===== src/rtl/maxpool_arb_if.sv =====
// Handshake bundle between the requesters, the shared maxpool engine and the
// pooled-row consumer. The slave modport is the arbiter's view; the master
// modport is the surrounding environment's view.
interface maxpool_arb_if #(
  parameter int unsigned N = 4,
  parameter int unsigned R = 10,
  parameter int unsigned W = 8
);
  localparam int unsigned IW = (N > 1) ? $clog2(N) : 1;

  // requester rows
  logic [N-1:0]         s_valid;
  logic [N-1:0]         s_ready;
  logic [N*R*W-1:0]     s_data;
  // row to engine
  logic                 e_valid;
  logic                 e_ready;
  logic [R*W-1:0]       e_data;
  // pooled row from engine
  logic                 r_valid;
  logic                 r_ready;
  logic [(R/2)*W-1:0]   r_data;
  // pooled row out, tagged with its owner
  logic                 m_valid;
  logic                 m_ready;
  logic [(R/2)*W-1:0]   m_data;
  logic [IW-1:0]        m_id;
  logic                 err;

  modport slave (
    input  s_valid, s_data, e_ready, r_valid, r_data, m_ready,
    output s_ready, e_valid, e_data, r_ready, m_valid, m_data, m_id, err
  );

  modport master (
    output s_valid, s_data, e_ready, r_valid, r_data, m_ready,
    input  s_ready, e_valid, e_data, r_ready, m_valid, m_data, m_id, err
  );
endinterface


===== src/rtl/maxpool_arb.sv =====
// Shares one maxpool engine between N requesters. A grant covers a pair of
// rows; the owner's id is queued in a small tag FIFO and re-attached to the
// pooled result on its way out. Tag FIFO depth D must be a power of two >= 2.
// Optional feature: define MAXPOOL_ARB_PRIO0_EN to give requester 0 absolute
// precedence in every arbitration cycle.
module maxpool_arb #(
  parameter int unsigned N = 4,
  parameter int unsigned R = 10,
  parameter int unsigned W = 8,
  parameter int unsigned D = 2
) (
  input  logic         clk,
  input  logic         rstn,
  maxpool_arb_if.slave bus
);
  localparam int unsigned IW = (N > 1) ? $clog2(N) : 1;
  localparam int unsigned AW = (D > 1) ? $clog2(D) : 1;
  localparam int unsigned CW = $clog2(D + 1);
  localparam int unsigned RW = R * W;

  typedef enum logic [1:0] {ARB, ROW0, ROW1} state_t;

  state_t        r_state;
  logic [IW-1:0] r_grant;
  logic [IW-1:0] r_ptr;
  logic [IW-1:0] r_fifo [D];
  logic [AW-1:0] r_wr;
  logic [AW-1:0] r_rd;
  logic [CW-1:0] r_cnt;
  logic          r_err;

  logic [2*N-1:0] w_dbl;
  logic [N-1:0]   w_rot;
  logic [IW-1:0]  w_sel;
  logic [IW-1:0]  w_next;
  logic           w_full;
  logic           w_empty;
  logic           w_push;
  logic           w_pop;
  logic           w_hs;
  logic           w_sv;
  logic [N-1:0]   w_s_ready;
  logic [RW-1:0]  w_edata;

  // (a + k) mod N without a divider; k < N
  function automatic logic [IW-1:0] wrap_add(input logic [IW-1:0] a, input int unsigned k);
    logic [IW:0] s;
    s = {1'b0, a} + (IW+1)'(k);
    if (s >= (IW+1)'(N)) s = s - (IW+1)'(N);
    return s[IW-1:0];
  endfunction

  assign w_full  = (r_cnt == CW'(D));
  assign w_empty = (r_cnt == '0);
  assign w_push  = (r_state == ARB) && (|bus.s_valid) && !w_full;
  assign w_pop   = bus.m_valid && bus.m_ready;
  assign w_hs    = bus.e_valid && bus.e_ready;
  assign w_next  = (r_grant == IW'(N - 1)) ? '0 : r_grant + IW'(1);

  // Rotate the valids so bit k means requester (p + k) mod N
  assign w_dbl = {bus.s_valid, bus.s_valid};
  assign w_rot = N'(w_dbl >> r_ptr);

  // Round-robin pick: first valid requester at or after the pointer
  always_comb begin
    w_sel = r_ptr;
    for (int k = N - 1; k >= 0; k--) begin
      if (w_rot[k]) w_sel = wrap_add(r_ptr, k);
    end
`ifdef MAXPOOL_ARB_PRIO0_EN
    if (bus.s_valid[0]) w_sel = '0;
`endif
  end

  // Route the granted requester to the engine while a pair is in progress
  always_comb begin
    w_s_ready = '0;
    w_edata   = '0;
    w_sv      = 1'b0;
    for (int i = 0; i < N; i++) begin
      if ((r_state != ARB) && (r_grant == IW'(i))) begin
        w_s_ready[i] = bus.e_ready;
        w_edata      = bus.s_data[i*RW +: RW];
        w_sv         = bus.s_valid[i];
      end
    end
  end

  assign bus.s_ready = w_s_ready;
  assign bus.e_valid = w_sv;
  assign bus.e_data  = w_edata;

  // Result path is purely combinational; tag head names the owner
  assign bus.m_valid = bus.r_valid && !w_empty;
  assign bus.m_data  = bus.r_data;
  assign bus.m_id    = w_empty ? '0 : r_fifo[r_rd];
  assign bus.r_ready = bus.m_ready && !w_empty;
  assign bus.err     = r_err;

  // Pair FSM, round-robin pointer, tag FIFO pointers and sticky orphan flag
  always_ff @(posedge clk or negedge rstn) begin
    if (!rstn) begin
      r_state <= ARB;
      r_grant <= '0;
      r_ptr   <= '0;
      r_wr    <= '0;
      r_rd    <= '0;
      r_cnt   <= '0;
      r_err   <= 1'b0;
    end else begin
      case (r_state)
        ARB: begin
          if (w_push) begin
            r_grant <= w_sel;
            r_state <= ROW0;
          end
        end
        ROW0: begin
          if (w_hs) r_state <= ROW1;
        end
        ROW1: begin
          if (w_hs) begin
            r_state <= ARB;
            r_ptr   <= w_next;
          end
        end
        default: r_state <= ARB;
      endcase

      if (w_push) r_wr <= r_wr + AW'(1);
      if (w_pop)  r_rd <= r_rd + AW'(1);

      case ({w_push, w_pop})
        2'b10:   r_cnt <= r_cnt + CW'(1);
        2'b01:   r_cnt <= r_cnt - CW'(1);
        default: r_cnt <= r_cnt;
      endcase

      if (bus.r_valid && w_empty) r_err <= 1'b1;
    end
  end

  // Tag storage; contents are only observed while the FIFO is non-empty
  always_ff @(posedge clk) begin
    if (w_push) r_fifo[r_wr] <= w_sel;
  end
endmodule


===== src/flat_wrapper.sv =====
// flat-port wrapper written by rule: the top's interface ports become plain ports
module maxpool_arb_flat 
#(
  parameter int unsigned N = 4,
  parameter int unsigned R = 10,
  parameter int unsigned W = 8,
  parameter int unsigned D = 2
)
  (clk, rstn, bus_s_valid, bus_s_data, bus_e_ready, bus_r_valid, bus_r_data, bus_m_ready, bus_s_ready, bus_e_valid, bus_e_data, bus_r_ready, bus_m_valid, bus_m_data, bus_m_id, bus_err);
  maxpool_arb_if #(.N(N), .R(R), .W(W)) bus_i ();
  input  logic clk;
  input  logic rstn;
  input wire logic [$bits(bus_i.s_valid)-1:0] bus_s_valid;
  input wire logic [$bits(bus_i.s_data)-1:0] bus_s_data;
  input wire logic [$bits(bus_i.e_ready)-1:0] bus_e_ready;
  input wire logic [$bits(bus_i.r_valid)-1:0] bus_r_valid;
  input wire logic [$bits(bus_i.r_data)-1:0] bus_r_data;
  input wire logic [$bits(bus_i.m_ready)-1:0] bus_m_ready;
  output wire logic [$bits(bus_i.s_ready)-1:0] bus_s_ready;
  output wire logic [$bits(bus_i.e_valid)-1:0] bus_e_valid;
  output wire logic [$bits(bus_i.e_data)-1:0] bus_e_data;
  output wire logic [$bits(bus_i.r_ready)-1:0] bus_r_ready;
  output wire logic [$bits(bus_i.m_valid)-1:0] bus_m_valid;
  output wire logic [$bits(bus_i.m_data)-1:0] bus_m_data;
  output wire logic [$bits(bus_i.m_id)-1:0] bus_m_id;
  output wire logic [$bits(bus_i.err)-1:0] bus_err;
  assign bus_i.s_valid = bus_s_valid;
  assign bus_i.s_data = bus_s_data;
  assign bus_i.e_ready = bus_e_ready;
  assign bus_i.r_valid = bus_r_valid;
  assign bus_i.r_data = bus_r_data;
  assign bus_i.m_ready = bus_m_ready;
  assign bus_s_ready = bus_i.s_ready;
  assign bus_e_valid = bus_i.e_valid;
  assign bus_e_data = bus_i.e_data;
  assign bus_r_ready = bus_i.r_ready;
  assign bus_m_valid = bus_i.m_valid;
  assign bus_m_data = bus_i.m_data;
  assign bus_m_id = bus_i.m_id;
  assign bus_err = bus_i.err;
  maxpool_arb #(.N(N), .R(R), .W(W), .D(D)) u_core (.clk(clk), .rstn(rstn), .bus(bus_i));
endmodule

===== config.mk =====
export PLATFORM = sky130hd
export DESIGN_NAME = maxpool_arb_flat
export DESIGN_NICKNAME = d
export VERILOG_FILES = /design/src/rtl/maxpool_arb_if.sv /design/src/rtl/maxpool_arb.sv /design/src/flat_wrapper.sv
export SDC_FILE = /design/constraint.sdc
export NUM_CORES = 1
export LEC_CHECK = 0
export BUFFER_PORTS_ARGS = -buffer_cell sky130_fd_sc_hd__buf_2
export CAP_MARGIN = 5
export CORE_AREA = 2 2 194 196
export CTS_CLUSTER_SIZE = 40
export DETAILED_ROUTE_END_ITERATION = 10
export DIE_AREA = 0 0 196 198
export GPL_TIMING_DRIVEN = 1
export PLACE_DENSITY = 0.31
export RECOVER_POWER = 25
export SYNTH_ARGS = -nofsm -noshare
export SYNTH_HDL_FRONTEND = slang
export SYNTH_SLANG_ARGS = --single-unit

===== constraint.sdc =====
create_clock -name clk -period 2.1 [get_ports clk]
set_input_delay 0.315 -clock clk [delete_from_list [all_inputs] [get_ports clk]]
set_output_delay 0.315 -clock clk [all_outputs]
set_load 0.01 [all_outputs]

# After elaboration in Yosys (flattened, before gate mapping)
# Memory sizes are Yosys's and may differ from the RTL's.
# Index checks and enable logic that the tools add are counted.
dict set report word_totals {
  reg_bits 11
  latch_bits 0
  mem_bits_rw 4
  rom_bits 0
  input_bits 369
  output_inout_bits 130
  word_cells 87
  mem_count 1
}
dict set report op_classes {
  addsub 12
  mul 0
  n_div 0
  order_cmp 4
  n_eq_ne 11
  n_shift 1
  muxes 29
  bitwise_logic 0
  n_reduce_logical 22
}
# memory words word_bits rd rd_clocked_by_memory_dff wr line
set memory_table {}
lappend memory_table {u_core.r_fifo 2 2 1 0 1 maxpool_arb.sv:26} ;# logic [IW-1:0] r_fifo [D];
# cell n
set op_table {}
lappend op_table {{two-way mux 80 bit} 4}
lappend op_table {{two-way mux 2 bit} 13}
lappend op_table {{logical AND 1 bit} 11}
lappend op_table {{equality test 2 bit (second input constant)} 5}
lappend op_table {{two-way mux 1 bit} 10}
lappend op_table {{subtractor 2 x 1 -> 2 bit (second input constant)} 5}
lappend op_table {{>= comparator 3 bit (second input constant)} 3}
lappend op_table {{right shift 8 x 2 -> 4 bit} 1}
lappend op_table {{adder 2 x 2 -> 3 bit (second input constant)} 2}
lappend op_table {{equality test 2 x 1 -> 1 bit (second input constant)} 3}
lappend op_table {{logical NOT 2 bit} 3}
lappend op_table {{!= test 2 x 1 -> 1 bit (second input constant)} 3}
lappend op_table {{one-hot mux 2 bit (3 select lines)} 1}
lappend op_table {{adder 2 x 1 -> 2 bit (second input constant)} 2}
lappend op_table {{one-hot mux 2 bit (2 select lines)} 1}
lappend op_table {{AND reduction 2 bit} 2}
lappend op_table {{nonzero test 2 bit} 2}
lappend op_table {{OR reduction 4 bit} 1}
lappend op_table {{adder 2 x 1 -> 3 bit (second input constant)} 1}
lappend op_table {{>= comparator 2 x 3 -> 1 bit (second input constant)} 1}
lappend op_table {{AND reduction 3 bit} 1}
lappend op_table {{adder 1 bit (second input constant)} 2}
lappend op_table {{logical NOT 1 bit} 2}

# Logic depth before layout (Yosys ltp)
# Gate-level depths: netlist of the first run.
dict set report logic_depth {
  word_depth 9
  depth_mapped 9
  ltp_nobuf 7
}

# Worst setup path before layout of the first run
# OpenSTA, ideal clock, no wires.
dict set report synth_timing {
  path_kind {flip-flop to output port}
  startpoint {register u_core.r_grant[0]}
  endpoint {output bus_e_data[30]}
  arrival_time_ps 1674
  required_time_ps 1785
  slack_ps 111
  stages_incl_launch_ff 8
  path_buffers 3
  cell_sequence {dfrtp_1 > ha_1 > buf_2 > buf_2 > clkbuf_1 > o32ai_1 > o21ai_0 > a21oi_1}
}
dict set report synth_between {
  elab_chain_cells 6
  word_cells_on_any_way 12
  cone_classes {eq/ne (3); mux (4); reduce/logical (5)}
}
# element line
set synth_lines {}
lappend synth_lines {{start, declared} maxpool_arb.sv:24} ;# logic [IW-1:0] r_grant;
lappend synth_lines {{start signal, assigned} maxpool_arb.sv:114} ;# r_grant <= w_sel;
lappend synth_lines {{logical NOT 2 bit} maxpool_arb.sv:81} ;# if ((r_state != ARB) && (r_grant == IW'(i))) begin
lappend synth_lines {{logical AND 1 bit} maxpool_arb.sv:81}
lappend synth_lines {{two-way mux 80 bit (3 in series)} maxpool_arb.sv:81}
lappend synth_lines {{two-way mux 80 bit (*)} maxpool_arb.sv:81}
lappend synth_lines {{end, declared} flat_wrapper.sv:21} ;# output wire logic [$bits(bus_i.e_data)-1:0] bus_e_data;
# Mark *: on every way between the ends. The rest lies on a longest branch, timed or not.

# Final worst setup path of the first run
dict set report layout_timing {
  startpoint {register u_core.r_grant[0]}
  endpoint {output bus_e_data[5]}
}
# The elaborated chain is that of the path after synthesis.

==> results of run 1 <==
[sequential cells by signal (all words and copies together), names as in the netlist]
name,cells
u_core.r_ptr,2
u_core.r_state,2
u_core.r_cnt,2
u_core.r_fifo,4
u_core.r_rd,1
u_core.r_grant,2
u_core.r_wr,1
u_core.bus.err,1
[where the power goes]
part	internal [mW]	leakage [nW]	total [mW]	switching [mW]
clock	0.254	0.0409	0.375	0.121
sequential	0.433	0.169	0.525	0.0926
combinational	6.26	3.92	13.4	7.11
total	6.95	4.13	14.3	7.32
[worst max-delay path by stage]
stage,start,endpoint,cells after the start
detailed placement,u_core.r_grant[0]$_DFFE_PN0P_,bus_e_data[68],8
global placement,u_core.r_grant[0]$_DFFE_PN0P_,bus_e_data[68],8
floorplan,u_core.r_grant[0]$_DFFE_PN0P_,bus_e_data[30],7
finish,u_core.r_grant[0]$_DFFE_PN0P_,bus_e_data[5],10
CTS,u_core.r_grant[0]$_DFFE_PN0P_,bus_e_data[70],9
global route,u_core.r_grant[1]$_DFFE_PN0P_,bus_e_data[64],9
[synth_stat cells (all sizes together)]
cell / number / share of area [%]
edfxtp: 4 / 3.0
or2: 1 / 0.16
mux2: 5 / 1.4
nand3: 1 / 0.12
nand2: 3 / 0.53
a21oi: 162 / 20
clkbuf: 35 / 3.3
inv: 90 / 8.4
xor2: 3 / 0.66
nor3b: 2 / 0.38
nor2b: 2 / 0.31
mux2i: 2 / 0.50
ha: 5 / 1.6
and2: 3 / 0.47
nand4: 1 / 0.16
buf: 74 / 12
a211oi: 2 / 0.50
a31o: 1 / 0.22
nor2: 90 / 8.4
o21ai: 82 / 10
a2bb2oi: 1 / 0.22
o32ai: 80 / 18
o22ai: 4 / 0.63
a222oi: 1 / 0.25
a21o: 1 / 0.19
dfrtp: 11 / 6.9
a221oi: 1 / 0.66
and3: 4 / 0.63
xnor2: 2 / 0.44
[logic make-up (layout without fill, tap and decap cells)]
kind of cell / after synthesis / after routing / synth area share [%]
AO/OA/AOI/OAI: 335 / 335 / 50.7
buffers and inverters: 199 / 603 / 23.7
AND/OR/NAND/NOR: 107 / 107 / 11.2
flip-flops: 15 / 15 / 9.88
multiplexers: 7 / 7 / 1.91
adder cells (fa/ha/maj): 5 / 5 / 1.56
XOR/XNOR: 5 / 5 / 1.09
other: 0 / 3 / 0
[routing by layer]
metal	global-route usage [%]	part of all wire [%]
met4	2.72	1.4
met5	0	0.10
met1	16.0	41
met3	2.28	5.0
met2	25.4	52
[area by class of cell]
cell class                 instances  area, µm²
clock buffer                       3       75.1
timing repair buffer             509       3450
tap                              474        593
fill                            4211      28000
multi-input combinational        459       4050
inverter                          90        338
antenna                            3       7.51
clock inverter                     1       5.00
sequential                        15        395
[what timing repair did]
item | CTS | global route
hold buffers | 1 | 0
pin swaps | 24 | 55
hold endpoints to repair | 11 | 0
cloned | 4 | 9
resized for setup | 146 | 159
setup endpoints to repair | 81 | 82
setup buffers | 7 | 12
==> results.toml, run 1 <==
[pwr]
worst_ir_drop_vdd_uv = 523
p_leak_nw = 4.13
power.total_mw = 14.3
power_density_nw_per_um2 = 1600

[setup_path]
crit_path_cell_trace = "buf_6 > ha_4 > buf_12 > buf_6 > buf_8 > o32ai_2 > buf_4 > o21ai_2 > a21oi_1 > buf_2"
r2r_setup_slack_ns = 0.06
cp_top_family = "buffers and inverters"
worstPathArrival_ns = 2.09
critPathBufInv = 6
slowest_delay_ns = 0.39
cp_slowest_cell = "dfrtp_1"
critical_path_class = "register to primary output"
r2r_cells = 8
start_kind = "register"
path_common_cell = "buf_6"
timing.rr.start = "u_core.r_grant[1]$_DFFE_PN0P_"
critPathCaptureType = "primary output"
crit_required_ns = 1.78
r2r-end = "u_core.r_ptr[0]$_DFFE_PN0P_"
cp_max_fo = 6

[clock_tree]
clock_path_buffers = 2
cts_made_buffers = 3
root_buffer = "clkbuf_16"
cts_tree = "built"
clock_latency_ns = 0.24
cts_htree_levels = 1
path_clk_slew_ns = 0.05
cts_sinks = 15

[synthesis]
yosysUniqueCellTypes = 37
avgSynthCellArea_um2 = 5.95
syn_nets = 1047
yosys_warnings = 0
synthCells = 673
synth_area_um2 = 4000
synth-seq-cells = 15
ys_seq_area_share_pct = 9.88

[sta]
timing.hold.ws_ns = 0.304
fin_crit_sh_pct = 115
timing.fmax_ghz = 0.415
fin_skew_ns = 0.00220
worst_slack_ns = -0.309
hold_violations = 0
tns_ns = -15.75
finalCriticalPeriod_ns = 2.41
setup_viol = 81
slew-limit-headroom_pct = 64.7
rsz0062_at_grt = "yes"
drv_slew = 0
worstMarginPinSlew_ns = 0.530

[hold_path]
holdPathStages = 2
min_to = "u_core.bus.err$_DFFE_PN0P_"
holdCritStartpoint = "bus_r_valid"
min_path_type = "input pin to register"

[final_layout]
area_growth_pct = 123
final_common_cell = "buf_2"
final_cell_area_um2 = 8920
final_core_util_pct = 24.1
layout_common_cells = "buf_2, a21oi_1, inv_1, nor2_1, o21ai_1"
nets = 1452
drive_above_1_share_pct = 63.0
finalNonFillerCells = 1554

[run_status]
violations = "setup timing"
status = "finished, violations left"

[placement]
dp_cells = 1519
port_buffers = 418
hpwl_mm = 22.0
place.gp.congestion = 0.845
dpl_cell_area_um2 = 6800
post-place-ws_ns = -0.323

[floorplanning]
core_area_um2 = 37000
ios = 499
initial_core_util_pct = 10.8
dieArea_um2 = 38800
die_w_um = 196
fp-row-count = 71
chipHeight_um = 198

[route]
vias = 6570
avgViaCountPerCell = 4.23
dr.pass1.iters = 4
drcViolationCount = 0
wl_per_cell_um = 19.7
drt_wl_total_mm = 30.6
drt_iter0_drc = 181
ant_nets = 0

[global_routing]
grtUsageTotal_pct = 13.5
grt_antenna_before_repair = 8
overflow = 0
grt_pass1_wl_mm = 39.8
grt_max_degree = 56
grt_pass1_vias = 6551

[flow_run]
cap_violations = 0
No activity file was read; power rests on OpenSTA's default activity.
==> run 2, diff against run 1 <==
--- a/config.mk
+++ b/config.mk
@@ -6,14 +6,14 @@
 export NUM_CORES = 1
 export LEC_CHECK = 0
 export BUFFER_PORTS_ARGS = -buffer_cell sky130_fd_sc_hd__buf_2
-export CAP_MARGIN = 5
+export CAP_MARGIN = 20
 export CORE_AREA = 2 2 194 196
 export CTS_CLUSTER_SIZE = 40
 export DETAILED_ROUTE_END_ITERATION = 10
 export DIE_AREA = 0 0 196 198
 export GPL_TIMING_DRIVEN = 1
-export PLACE_DENSITY = 0.31
 export RECOVER_POWER = 25
+export SLEW_MARGIN = 0
 export SYNTH_ARGS = -nofsm -noshare
 export SYNTH_HDL_FRONTEND = slang
 export SYNTH_SLANG_ARGS = --single-unit
==> results.toml, run 2 (same netlist as run 1, synthesis figures left out) <==
[floorplanning]
initial_core_util_pct = 10.8
die_w_um = 196
dieArea_um2 = 38800
core_area_um2 = 37000
chipHeight_um = 198
ios = 499
fp-row-count = 71

[global_routing]
overflow = 0
grtUsageTotal_pct = 12.6
grt_pass1_vias = 6309
grt_antenna_before_repair = 7
grt_pass1_wl_mm = 36.8
grt_max_degree = 41

[route]
avgViaCountPerCell = 4.34
drcViolationCount = 0
drt_wl_total_mm = 29.5
drt_iter0_drc = 273
vias = 6838
wl_per_cell_um = 18.7
dr.pass1.iters = 4
ant_nets = 0

[placement]
port_buffers = 418
hpwl_mm = 20.9
dpl_cell_area_um2 = 6900
dp_cells = 1529
post-place-ws_ns = -0.383
place.gp.congestion = 0.886

[clock_tree]
path_clk_slew_ns = 0.05
cts_htree_levels = 1
root_buffer = "clkbuf_16"
clock_path_buffers = 2
cts_sinks = 15
clock_latency_ns = 0.24
cts_made_buffers = 3
cts_tree = "built"

[sta]
drv_slew = 0
finalCriticalPeriod_ns = 2.49
timing.fmax_ghz = 0.402
rsz0062_at_grt = "yes"
timing.hold.ws_ns = 0.308
fin_skew_ns = 0.00253
tns_ns = -21.32
fin_crit_sh_pct = 118
slew-limit-headroom_pct = 61.6
worstMarginPinSlew_ns = 0.576
setup_viol = 81
hold_violations = 0
worst_slack_ns = -0.385

[flow_run]
cap_violations = 0

[final_layout]
layout_common_cells = "buf_2, a21oi_1, nor2_1, inv_1, buf_4"
drive_above_1_share_pct = 61.7
nets = 1472
final_common_cell = "buf_2"
final_cell_area_um2 = 8850
largest_reg_flops = 4
multiInputGateArea_um2 = 3720
final_core_util_pct = 23.9
area_growth_pct = 121
top_register = "u_core.r_fifo"
seqCellArea_um2 = 397
finalNonFillerCells = 1575
fillers = 4052

[setup_path]
crit_path_cell_trace = "buf_6 > ha_4 > buf_12 > clkbuf_16 > o32ai_4 > buf_4 > o21ai_2 > a21oi_1 > buf_2"
crit_required_ns = 1.78
worstPathArrival_ns = 2.17
cp_max_fo = 11
critPathBufInv = 5
cp_slowest_cell = "dfrtp_2"
start_kind = "register"
slowest_delay_ns = 0.43
critical_path_class = "register to primary output"
cp_top_family = "buffers and inverters"
critPathCaptureType = "primary output"

[pwr]
power.total_mw = 13.7
worst_ir_drop_vdd_uv = 737
power_density_nw_per_um2 = 1550
p_leak_nw = 4.20

[hold_path]
min_path_type = "input pin to register"

[run_status]
violations = "setup timing"
status = "finished, violations left"
## run 2: cell types whose count changed in the layout (fill, tap and decap cells not counted), moves of 9 or more
cell	previous run	this run
a21oi_1	110	130
a21oi_2	47	32
buf_4	30	46
o21ai_2	19	28
o32ai_1	4	21
o32ai_4	37	21
## run 2: where the power goes
part	total, mW	internal [mW]	leakage (nW)	switching [mW]
clock	0.372	0.254	0.0409	0.118
sequential	0.557	0.434	0.168	0.123
combinational	12.8	6.02	3.99	6.74
## run 2: layout make-up
class                           instances  share of cell area, %
Multi-Input combinational cell        459                   42.1
Timing Repair Buffer                  529                   41.9
Tap cell                              474                   6.70
Sequential cell                        15                   4.48
Inverter                               90                   3.82
Clock buffer                            3                  0.849
Antenna cell                            4                  0.113
Clock inverter                          1                 0.0566
## run 2: path summary, 6_finish.rpt
check / slack, ns / end / cells past startpoint / from
min in group asynchronous: 0.49 / u_core.r_wr$_DFFE_PN0P_ / 2 / rstn
worst max-delay path: -0.39 / bus_e_data[71] / 9 / u_core.r_grant[0]$_DFFE_PN0P_
worst max register to register: 0.07 / u_core.r_ptr[1]$_DFFE_PN0P_ / 10 / u_core.r_grant[0]$_DFFE_PN0P_
worst min-delay path: 0.31 / u_core.bus.err$_DFFE_PN0P_ / 2 / bus_r_valid
worst min register to register: 0.45 / u_core.bus.err$_DFFE_PN0P_ / 1 / u_core.bus.err$_DFFE_PN0P_
max in group asynchronous: 1.38 / u_core.r_grant[0]$_DFFE_PN0P_ / 2 / rstn
## run 2: timing repair
action | 4_1_cts | 5_1_grt
buffers inserted | 7 | 10
hold buffers | 1 | 0
endpoints found under the setup margin | 81 | 86
hold endpoints to repair | 11 | 0
gates resized for setup | 194 | 78
pin swaps | 35 | 22
cloned | 8 | 12
## run 2: per-layer routing
metal | global-route usage (%) | part of all wire (%)
met1 | 15.5 | 40
met2 | 22.4 | 49
met3 | 2.15 | 8.0
met4 | 3.93 | 2.8
met5 | 0 | 0.037
==> run 3, diff against run 2 <==
--- a/config.mk
+++ b/config.mk
@@ -5,7 +5,7 @@
 export SDC_FILE = /design/constraint.sdc
 export NUM_CORES = 1
 export LEC_CHECK = 0
-export BUFFER_PORTS_ARGS = -buffer_cell sky130_fd_sc_hd__buf_2
+export BUFFER_PORTS_ARGS = -buffer_cell sky130_fd_sc_hd__buf_4
 export CAP_MARGIN = 20
 export CORE_AREA = 2 2 194 196
 export CTS_CLUSTER_SIZE = 40
==> results.toml, run 3 (same netlist as run 1, synthesis figures left out) <==
[route]
ant_nets = 0
wl_per_cell_um = 19.3
vias = 6850
drcViolationCount = 0
avgViaCountPerCell = 4.33
dr.pass1.iters = 5
drt_iter0_drc = 236
drt_wl_total_mm = 30.4

[sta]
worst_slack_ns = -0.329
fin_crit_sh_pct = 116
fin_skew_ns = 0.00432
timing.fmax_ghz = 0.412
slew-limit-headroom_pct = 62.1
rsz0062_at_grt = "yes"
tns_ns = -18.33
setup_viol = 81
drv_slew = 0
hold_violations = 0
finalCriticalPeriod_ns = 2.43
worstMarginPinSlew_ns = 0.568

[pwr]
switching_share_pct = 48.1
p_leak_nw = 4.61
pwr-share-comb_pct = 94.0
pwr-share-clk_pct = 2.4
netSwitchingPower_mw = 7.50
pwr-share-seq_pct = 3.6
power_density_nw_per_um2 = 1510
worst_ir_drop_vdd_uv = 833
p_int_mw = 8.08

[clock_tree]
clock_latency_ns = 0.25
cts_htree_levels = 1
cts_tree = "built"
path_clk_slew_ns = 0.05
cts_made_buffers = 3
cts_sinks = 15
clock_path_buffers = 2
root_buffer = "clkbuf_16"

[placement]
port_buffers = 418
hpwl_mm = 21.9
place.gp.congestion = 0.928

[final_layout]
final_common_cell = "buf_4"
top_register = "u_core.r_fifo"
drive_above_1_share_pct = 66.5
area_growth_pct = 157
nets = 1481
final_core_util_pct = 27.9
largest_reg_flops = 4
layout_common_cells = "buf_4, nor2_1, inv_1, a21oi_1, a21oi_2"

[flow_run]
cap_violations = 0

[global_routing]
overflow = 0
use_met3_pct = 2.74
grt_antenna_before_repair = 4
met1_usage_pct = 18.0
grt_max_degree = 43
grt_pass1_wl_mm = 41.9
grt_util_met2_pct = 24.9
globalRoute.busiestLayer = "met2"
grt_pass1_vias = 6781
grtUsageTotal_pct = 14.2

[setup_path]
crit_path_cell_trace = "inv_2 > ha_2 > o21ai_4 > buf_4 > buf_4 > o32ai_4 > o21ai_2 > a21oi_2 > buf_4"
worstPathArrival_ns = 2.11
cp_slowest_cell = "dfrtp_1"
critical_path_class = "register to primary output"
start_kind = "register"
path_common_cell = "buf_4"
crit_required_ns = 1.78
cp_max_fo = 5
critPathCaptureType = "primary output"
slowest_delay_ns = 0.41

[floorplanning]
initial_core_util_pct = 10.8
die_w_um = 196
dieArea_um2 = 38800
core_area_um2 = 37000
ios = 499
chipHeight_um = 198
fp-row-count = 71

[run_status]
status = "finished, violations left"
violations = "setup timing"

[hold_path]
min_path_type = "input pin to register"
## run 3: stage by stage
| stage | cell area (µm²) | instances | total power [mW] | setup WS [ns] | hold slack [ns] |
|---|---|---|---|---|---|
| detailed placement | 7950 | 1533 | 10.5 | -0.345 | 0.169 |
| finish | 10300 | 1581 | 15.6 | -0.329 | 0.290 |
| floorplan | 4000 | 673 | 5.41 | 0.111 | 0.0194 |
| global placement | 7950 | 1533 | 10.4 | -0.335 | 0.164 |
| global route | 10300 | 1580 | 16.6 | -0.417 | 0.320 |
| CTS | 9630 | 1561 | 14.4 | -0.327 | 0.292 |
## run 3: layer usage
layer / up-vias / routed length (µm)
li1: 3246 / -
met1: 3228 / 12800
met2: 332 / 14900
met3: 42 / 2150
met4: 2 / 545
met5: - / 9
## run 3: critical path: cells and delay by family, from the launching register on
| kind | cells | cell delay, ns |
|---|---|---|
| compound gates | 4 | 0.70 |
| fa+ha+maj | 1 | 0.20 |
| buf+inv | 4 | 0.54 |
| flops | 1 | 0.41 |
## run 3: path summary, 6_finish.rpt
kind / startpoint / end / slack, ns / depth (start not counted)
max in group asynchronous: rstn / u_core.r_rd$_DFFE_PN0P_ / 1.49 / 2
min in group asynchronous: rstn / u_core.r_state[1]$_DFFE_PN0P_ / 0.45 / 2
worst min register to register: u_core.bus.err$_DFFE_PN0P_ / u_core.bus.err$_DFFE_PN0P_ / 0.46 / 1
worst max-delay path: u_core.r_grant[0]$_DFFE_PN0P_ / bus_e_data[58] / -0.33 / 9
worst max register to register: u_core.r_grant[0]$_DFFE_PN0P_ / u_core.r_ptr[0]$_DFFE_PN0P_ / 0.06 / 9
worst min-delay path: bus_r_valid / u_core.bus.err$_DFFE_PN0P_ / 0.29 / 2
## run 3: layout make-up
class	count	area, µm²
inverters	90	338
diodes	1	2.50
flip-flops and latches	15	395
repair buffers	538	4710
well taps	474	593
clock inverters	1	5.00
clock buffers	3	75.1
fillers	3965	26700
multi-input cells	459	4170
## run 3: power by group through the flow
stage	Sequential, mW	Combinational, mW	Clock, mW
final	0.557	14.7	0.373
after global routing	0.576	15.6	0.391
after CTS	0.553	13.4	0.380
after detailed placement	0.551	9.94	0
after global placement	0.545	9.90	0
after floorplan	0.524	4.89	0
## run 3: repair_timing
action                                 4_1_cts  5_1_grt
setup buffers                               17       19
endpoints found under the hold margin       11        0
pin swaps                                   96       49
hold buffers                                 1        0
setup endpoints to repair                   84       84
gates cloned                                 9        4
gates resized for setup                    263       94
